==> src/rtl/median_pkg.sv <==
// Shared types and constants for the 3x3 median line-buffer front end.
package median_pkg;

    localparam int NUM_BANKS  = 3;
    localparam int DEF_ADDR_W = 11;

    typedef logic [1:0] bank_idx_t;

    typedef enum logic [1:0] {
        IDLE = 2'd0,
        FILL = 2'd1,
        RUN  = 2'd2
    } state_t;

    function automatic bank_idx_t next_bank(input bank_idx_t idx);
        return (idx == bank_idx_t'(NUM_BANKS - 1)) ? bank_idx_t'(0) : idx + bank_idx_t'(1);
    endfunction

endpackage

==> src/rtl/bank_rotator.sv <==
// Mod-3 bank index counter with clear-over-advance priority and one-hot decode.
import median_pkg::*;

module bank_rotator (
    input  logic            clk,
    input  logic            rst,
    input  logic            adv,
    input  logic            clr,
    output logic [1:0]      idx,
    output logic [2:0]      onehot
);

    bank_idx_t idx_q;
    bank_idx_t idx_d;

    always_comb begin
        idx_d = idx_q;
        if (clr) begin
            idx_d = bank_idx_t'(0);
        end else if (adv) begin
            idx_d = next_bank(idx_q);
        end
    end

    always_ff @(posedge clk or negedge rst) begin
        if (!rst) begin
            idx_q <= bank_idx_t'(0);
        end else begin
            idx_q <= idx_d;
        end
    end

    always_comb begin
        onehot = 3'b000;
        case (idx_q)
            2'd0:    onehot = 3'b001;
            2'd1:    onehot = 3'b010;
            2'd2:    onehot = 3'b100;
            default: onehot = 3'b000;
        endcase
    end

    assign idx = idx_q;

endmodule

==> src/rtl/line_buf_ctrl.sv <==
// Sequences three BRAM line buffers: writes the newest row, shares the column
// address for reading the two older rows, and flags valid window columns.
import median_pkg::*;

module line_buf_ctrl #(
    parameter int ADDR_W = DEF_ADDR_W,
    parameter int LINE_W = 12,
    parameter int RD_LAT = 1
) (
    input  logic              clk,
    input  logic              rst,
    input  logic              vsync,
    input  logic              hsync,
    input  logic              pix_valid,
    output logic [2:0]        wr_en,
    output logic [ADDR_W-1:0] addr,
    output logic [1:0]        wr_bank,
    output logic              win_valid,
    output logic [ADDR_W:0]   width,
    output logic [LINE_W-1:0] line_cnt,
    output logic              ovf
);

    localparam logic [ADDR_W:0] LINE_MAX = {1'b1, {ADDR_W{1'b0}}};

    state_t              state_q, state_d;
    logic [ADDR_W-1:0]   addr_q, addr_d;
    logic [ADDR_W:0]     width_q, width_d;
    logic [LINE_W-1:0]   line_cnt_q, line_cnt_d;
    logic                ovf_q, ovf_d;
    logic                line_ovf_q, line_ovf_d;
    logic [RD_LAT-1:0]   wv_pipe_q;

    logic                wr_cond;
    logic                run_pix;
    logic                addr_at_max;
    logic                rot_adv;
    logic                rot_clr;
    logic [2:0]          bank_onehot;
    logic [ADDR_W:0]     line_count;

    assign wr_cond     = pix_valid && (state_q != IDLE) && !vsync;
    assign run_pix     = pix_valid && (state_q == RUN) && !vsync;
    assign addr_at_max = (addr_q == {ADDR_W{1'b1}});
    assign line_count  = {1'b0, addr_q} + {{ADDR_W{1'b0}}, wr_cond};

    bank_rotator u_rot (
        .clk    (clk),
        .rst    (rst),
        .adv    (rot_adv),
        .clr    (rot_clr),
        .idx    (wr_bank),
        .onehot (bank_onehot)
    );

    assign wr_en = bank_onehot & {3{wr_cond}};

    always_comb begin
        state_d    = state_q;
        addr_d     = addr_q;
        width_d    = width_q;
        line_cnt_d = line_cnt_q;
        ovf_d      = ovf_q;
        line_ovf_d = line_ovf_q;
        rot_adv    = 1'b0;
        rot_clr    = 1'b0;

        if (vsync) begin
            // Frame restart wins over hsync and any pixel in the same cycle.
            state_d    = FILL;
            addr_d     = '0;
            line_cnt_d = '0;
            ovf_d      = 1'b0;
            line_ovf_d = 1'b0;
            rot_clr    = 1'b1;
        end else if (state_q != IDLE) begin
            if (wr_cond) begin
                if (addr_at_max) begin
                    ovf_d      = 1'b1;
                    line_ovf_d = 1'b1;
                end else begin
                    addr_d = addr_q + 1'b1;
                end
            end
            if (hsync) begin
                // An overflowed line reports the full buffer length, not the held address.
                width_d    = (line_ovf_q || (wr_cond && addr_at_max)) ? LINE_MAX : line_count;
                addr_d     = '0;
                line_ovf_d = 1'b0;
                rot_adv    = 1'b1;
                if (line_cnt_q != {LINE_W{1'b1}}) begin
                    line_cnt_d = line_cnt_q + 1'b1;
                end
                if ((state_q == FILL) && (line_cnt_q == LINE_W'(1))) begin
                    state_d = RUN;
                end
            end
        end
    end

    always_ff @(posedge clk or negedge rst) begin
        if (!rst) begin
            state_q    <= IDLE;
            addr_q     <= '0;
            width_q    <= '0;
            line_cnt_q <= '0;
            ovf_q      <= 1'b0;
            line_ovf_q <= 1'b0;
        end else begin
            state_q    <= state_d;
            addr_q     <= addr_d;
            width_q    <= width_d;
            line_cnt_q <= line_cnt_d;
            ovf_q      <= ovf_d;
            line_ovf_q <= line_ovf_d;
        end
    end

    always_ff @(posedge clk or negedge rst) begin
        if (!rst) begin
            wv_pipe_q <= '0;
        end else if (vsync) begin
            wv_pipe_q <= '0;
        end else begin
            wv_pipe_q[0] <= run_pix;
            for (int i = 1; i < RD_LAT; i++) begin
                wv_pipe_q[i] <= wv_pipe_q[i-1];
            end
        end
    end

    assign addr      = addr_q;
    assign width     = width_q;
    assign line_cnt  = line_cnt_q;
    assign ovf       = ovf_q;
    assign win_valid = wv_pipe_q[RD_LAT-1];

endmodule
==> config.mk <==
export PLATFORM = sky130hd
export DESIGN_NAME = line_buf_ctrl
export DESIGN_NICKNAME = d
export VERILOG_FILES = /design/src/rtl/median_pkg.sv /design/src/rtl/bank_rotator.sv /design/src/rtl/line_buf_ctrl.sv
export SDC_FILE = /design/constraint.sdc
export NUM_CORES = 1
export LEC_CHECK = 0
export ABC_AREA = 1
export BUFFER_PORTS_ARGS = -buffer_cell sky130_fd_sc_hd__buf_2
export CORE_MARGIN = 2
export CORE_UTILIZATION = 40
export CTS_CLUSTER_SIZE = 10
export DETAILED_ROUTE_END_ITERATION = 16
export GPL_ROUTABILITY_DRIVEN = 0
export HOLD_SLACK_MARGIN = 0.05
export MAX_ROUTING_LAYER = met4
export SETUP_SLACK_MARGIN = 0.1
export SLEW_MARGIN = 30
export SYNTH_ARGS = -nofsm -noshare
export SYNTH_HDL_FRONTEND = slang
export SYNTH_SLANG_ARGS = --single-unit
==> constraint.sdc <==
create_clock -name clk -period 5.5 [get_ports clk]
set_clock_uncertainty 0.1 [all_clocks]
set_input_delay 0.55 -clock clk [delete_from_list [all_inputs] [get_ports clk]]
set_output_delay 0.55 -clock clk [all_outputs]
set_load 0.1 [all_outputs]
Word-level counts from Yosys, hierarchy flattened

Cells that the tools add are included.

Add/subtract/negate cells: 4
Equality and inequality tests: 8
Mux-type cells: 30
Bitwise gates (word level): 2
Reduce and logical (&&, ||, !) cells: 25

Operator list:

| operator                                                          | count |
|---|---|
| 12-bit two-way mux                                                | 5 |
| 11-bit two-way mux                                                | 5 |
| 3-bit AND reduction                                               | 6 |
| 2-bit nonzero test                                                | 8 |
| 2-bit two-way mux                                                 | 7 |
| 11-bit by 1-bit adder with 12-bit output                          | 1 |
| 12-bit by 1-bit adder with 12-bit output (second input constant)  | 1 |
| 12-bit by 1-bit == test with 1-bit output (second input constant) | 1 |
| 1-bit two-way mux                                                 | 12 |
| 12-bit != test (second input constant)                            | 1 |
| 11-bit by 1-bit adder with 11-bit output (second input constant)  | 1 |
| 11-bit == test (second input constant)                            | 1 |
| 3-bit one-hot mux with 3 select lines                             | 1 |
| 1-bit logical AND                                                 | 6 |
| 3-bit nonzero test                                                | 2 |
| 2-bit by 1-bit == test with 1-bit output (second input constant)  | 2 |
| 2-bit == test (second input constant)                             | 2 |
| 3-bit AND                                                         | 1 |
| 3-bit != test (second input constant)                             | 1 |
| 2-bit by 1-bit adder with 2-bit output (second input constant)    | 1 |
| 2-bit logical NOT                                                 | 1 |
| 1-bit logical NOT                                                 | 1 |
| 1-bit logical OR                                                  | 1 |
| 1-bit inverter                                                    | 1 |

Bits in registers: 42
Input port bits: 5
Output and inout bits: 42
Word-level logic and storage cells: 77

Logic depth before layout (Yosys ltp)

Depth in word-level cells: 7
Gate-level depth with buffers: 11
Gate-level depth less buffers: 11

Cells and area by module

A second synthesis with hierarchy kept.

Cell total of the unflattened synthesis: 334
Area total of the unflattened synthesis: 2522.4 µm²

Modules (own cells, without submodules):

| module        | instances | cells an instance | area an instance (µm²) |
|---|---|---|---|
| line_buf_ctrl | 1         | 319               | 2417.3 |
| bank_rotator  | 1         | 15                | 105.1 |

Worst setup path after synthesis

No wires, ideal clock.

Path type: register -> output
Start: register u_rot.idx_q[1], in the netlist u_rot.idx[1]
End: output wr_en[2]
Arrival time: 3.214 ns
Data required time: 4.850 ns
Setup slack: 1.636 ns
Stages on the path, launching flop included: 3
Buffers on the path: 0
Cells stage by stage: dfrtp_1 inv_1 nor3_1

Longest elaborated chain between the ends: 3
Elaborated cells between the ends (all ways): 5
Those cells by class: 2 x eq/ne; 1 x mux; 1 x bitwise; 1 x reduce/logical

Ends and longest elaborated chain:

| element                                     | RTL line            | source |
|---|---|---|
| start, declared                             | bank_rotator.sv:13  | `bank_idx_t idx_q;` |
| start signal, assigned                      | bank_rotator.sv:27  | `idx_q <= bank_idx_t'(0);` |
| start signal, assigned                      | bank_rotator.sv:29  | `idx_q <= idx_d;` |
| 2-bit == test, or another cell as far along | bank_rotator.sv:35  | `case (idx_q)` |
| 3-bit one-hot mux with 3 select lines (*)   | bank_rotator.sv:35  |  |
| 3-bit AND (*)                               | line_buf_ctrl.sv:56 | `assign wr_en = bank_onehot & {3{wr_cond}};` |
| end, declared                               | line_buf_ctrl.sv:15 | `output logic [2:0] wr_en,` |

Every way passes the cells marked *; elsewhere a longest branch is shown, timed or not.

Worst setup path after layout

Start: input vsync
End: output wr_en[2]

Longest elaborated chain between the ends: 3

Ends and longest elaborated chain:

| element           | RTL line            | source |
|---|---|---|
| start, declared   | line_buf_ctrl.sv:12 | `input logic vsync,` |
| 1-bit logical NOT | line_buf_ctrl.sv:42 | `assign wr_cond = pix_valid && (state_q != IDLE) && !vsync;` |
| 1-bit logical AND | line_buf_ctrl.sv:42 |  |
| 3-bit AND         | line_buf_ctrl.sv:56 |  |

No other way between the ends.

==> metrics <==
Total Routing Usage GR=18.6%; R2R depth=8; placed cells=442; chip width=82.2 µm; Slew Limit Fails=0; DR top layer=met4; TritonCTS Buffers=5; Final #Nets=384; Hold WC Path Type=input pin to async pin; period utilization=53.4%; Slew @ Worst Pin=683 ps; Area Growth Syn to Fin=14.5%; crit path capture type=output port; drt drc=0; VDD IR max=0.118 mV; ys flop type=dfrtp_1; Syn Area/Cell=7.46 µm²; drt pass-1 iters=5; Crit Path Max Fanout=20; number of synthesis warnings=0; post-CTS resize count=0; WL met3=268 µm; Distinct cells, synth=30; Die ar.=6760 µm²; reg2reg start=state_q[0]; Initial Utilization=41.3%; Post-Layout Cell Count=449; antenna violations before repair=0; Pwr per Cell Area=217 nW/µm²; Req. time, crit path=4850 ps; Worst Setup SP=vsync; grt total ovfl=0; Iter 0 DRT Violations=101; #FFs+latches synth=42; drt total wl=5680 µm; vias per cell=4.95; Routed WL per cell=12.7 µm; Hold-fix buffers, CTS=0; Antenna Nets Post-Route=0; Setup TNS=0 ps; Max Freq=341 MHz; synthesized area=2450 µm²; post-layout minimum cycle time=2940 ps; first-pass GRT wire length=9380 µm; vias in the first global route=1909; Post-DP Area=2720 µm²; Reg2Reg Setup Slack=3550 ps; clock latency on the worst-skew pair=290 ps; Core Rows=28; wire length on met2=2430 µm; Clock transition at path regs=80 ps; final instance area=2800 µm²; Pleak=1.37 nW; Port Buffers=46; Post-synth EDFFs=0; total number of vias=2223; DP HPWL=4210 µm; asr flop ratio synth=100%; CP startpoint kind=input pin; Total Power=0.608 mW; Die H=82.2 µm; postcts setup bufs=0; Setup CP Type=input pin to output port; H-tree depth=2; RSZ-0062 raised after global routing=no; CTS tree=done; core footprint=5920 µm²; share of layout cells above drive strength 1=20.1%; clock sinks=42; Slew HR=54.4%; reg-to-reg endpoint=width[6]; final setup violation count=0; root buf cell=clkbuf_8; pin count of the biggest net entering global routing=43; ANT cells=0; max_cap viols=0; Worst EP arrival=2290 ps; Hold Vio Cnt, Final=0; I/O pins=47; M1 WL=2940 µm; Seq/Total Area, Yosys=42.9%; Max Root-Sink Buffers=2; post-synthesis net count=338; status=finished, final reports clean; Mapped Cells=328
## per-layer routing
metal  track usage [%]  vias to the layer above
li1                  -                     1155
met1              27.5                     1012
met2              25.9                       51
met3              4.02                        5
met4              4.50                        0
met5                 -                        -
## final cells by class
class	count	area, µm²
inverters	36	140
flip-flops and latches	42	1050
clock buffers	7	76.3
multi-input cells	243	1210
well taps	75	93.8
repair buffers	46	233
fillers	604	3120
## cell usage after synthesis, types with 2 or more instances
library cell	count	share of area, %
a21oi_1	3	0.61
buf_2	2	0.41
buf_6	2	0.92
clkbuf_1	2	0.31
dfrtp_1	42	43
ha_1	5	2.6
inv_1	31	4.8
inv_2	4	0.61
nand2_1	106	16
nand2_2	3	0.77
nand3_1	29	5.9
nand3b_1	2	0.61
nand4_1	8	2.0
nor2_1	27	4.1
nor2_2	5	1.3
nor3_1	4	0.82
o21ai_0	15	3.1
o21ai_1	14	2.9
o21ai_2	5	1.8
o22ai_1	2	0.51
xor2_1	8	2.9
## worst max-delay path by stage
stage	to	slack (ps)	cells after the start
after floorplan	wr_en[2]	1640	2
after CTS	wr_en[2]	2560	7
after detailed placement	wr_en[2]	2560	7
final	wr_en[2]	2560	7
after global placement	wr_en[2]	2620	7
after global routing	wr_en[2]	2420	7
## worst max-delay path, stage by stage
cell	delay, ps
buf_2	130
inv_1	510
nand2_1	170
nor2_2	230
inv_1	110
nor3_1	140
buf_2	450
## state kept, by name (all words and copies together), names as in the netlist
register / count
addr: 11
line_cnt: 12
ovf: 1
state_q: 2
line_ovf_q: 1
u_rot.idx: 2
width: 12
win_valid: 1
## placed cells by master (no fill, tap or decap)
master,Yosys,layout
nand2_1,106,106
buf_2,2,45
dfrtp_1,42,42
inv_1,31,31
nand3_1,29,29
nor2_1,27,27
o21ai_0,15,15
o21ai_1,14,14
nand4_1,8,8
xor2_1,8,8
nor2_2,5,5
o21ai_2,5,5
ha_1,5,5
clkbuf_8,0,5
nor3_1,4,4
inv_2,4,4
nand2_2,3,3
a21oi_1,3,3
nand3b_1,2,2
o22ai_1,2,2
clkbuf_1,2,2
nor2_4,1,1
nand3_2,1,1
o21ai_4,1,1
nand2_4,1,1
clkinv_4,1,1
nor3_2,1,1
xnor2_1,1,1
nand4_2,1,1
buf_4,1,1
## report_power, final
part / total [mW] / internal [mW] / switching, mW
Sequential: 0.322 / 0.315 / 0.00702
Combinational: 0.0966 / 0.0155 / 0.0811
Clock: 0.190 / 0.0876 / 0.102
Total: 0.608 / 0.418 / 0.190
## metrics by stage
step	hold WS [ps]	utilization, %	setup WS [ps]
6_report	135	47.3	2560
5_1_grt	178	47.3	2420
4_1_cts	342	47.3	2560
3_5_place_dp	365	46.0	2560
3_3_place_gp	359	46.0	2620
2_1_floorplan	154	-	1640
## logic make-up after synthesis
group / share of synthesized area (%)
flops: 42.9
simple gates: 34.1
buf+inv: 7.67
fa+ha+maj: 2.56
compound gates: 9.51
xor+xnor: 3.22
No activity file was read; power rests on OpenSTA's default activity.
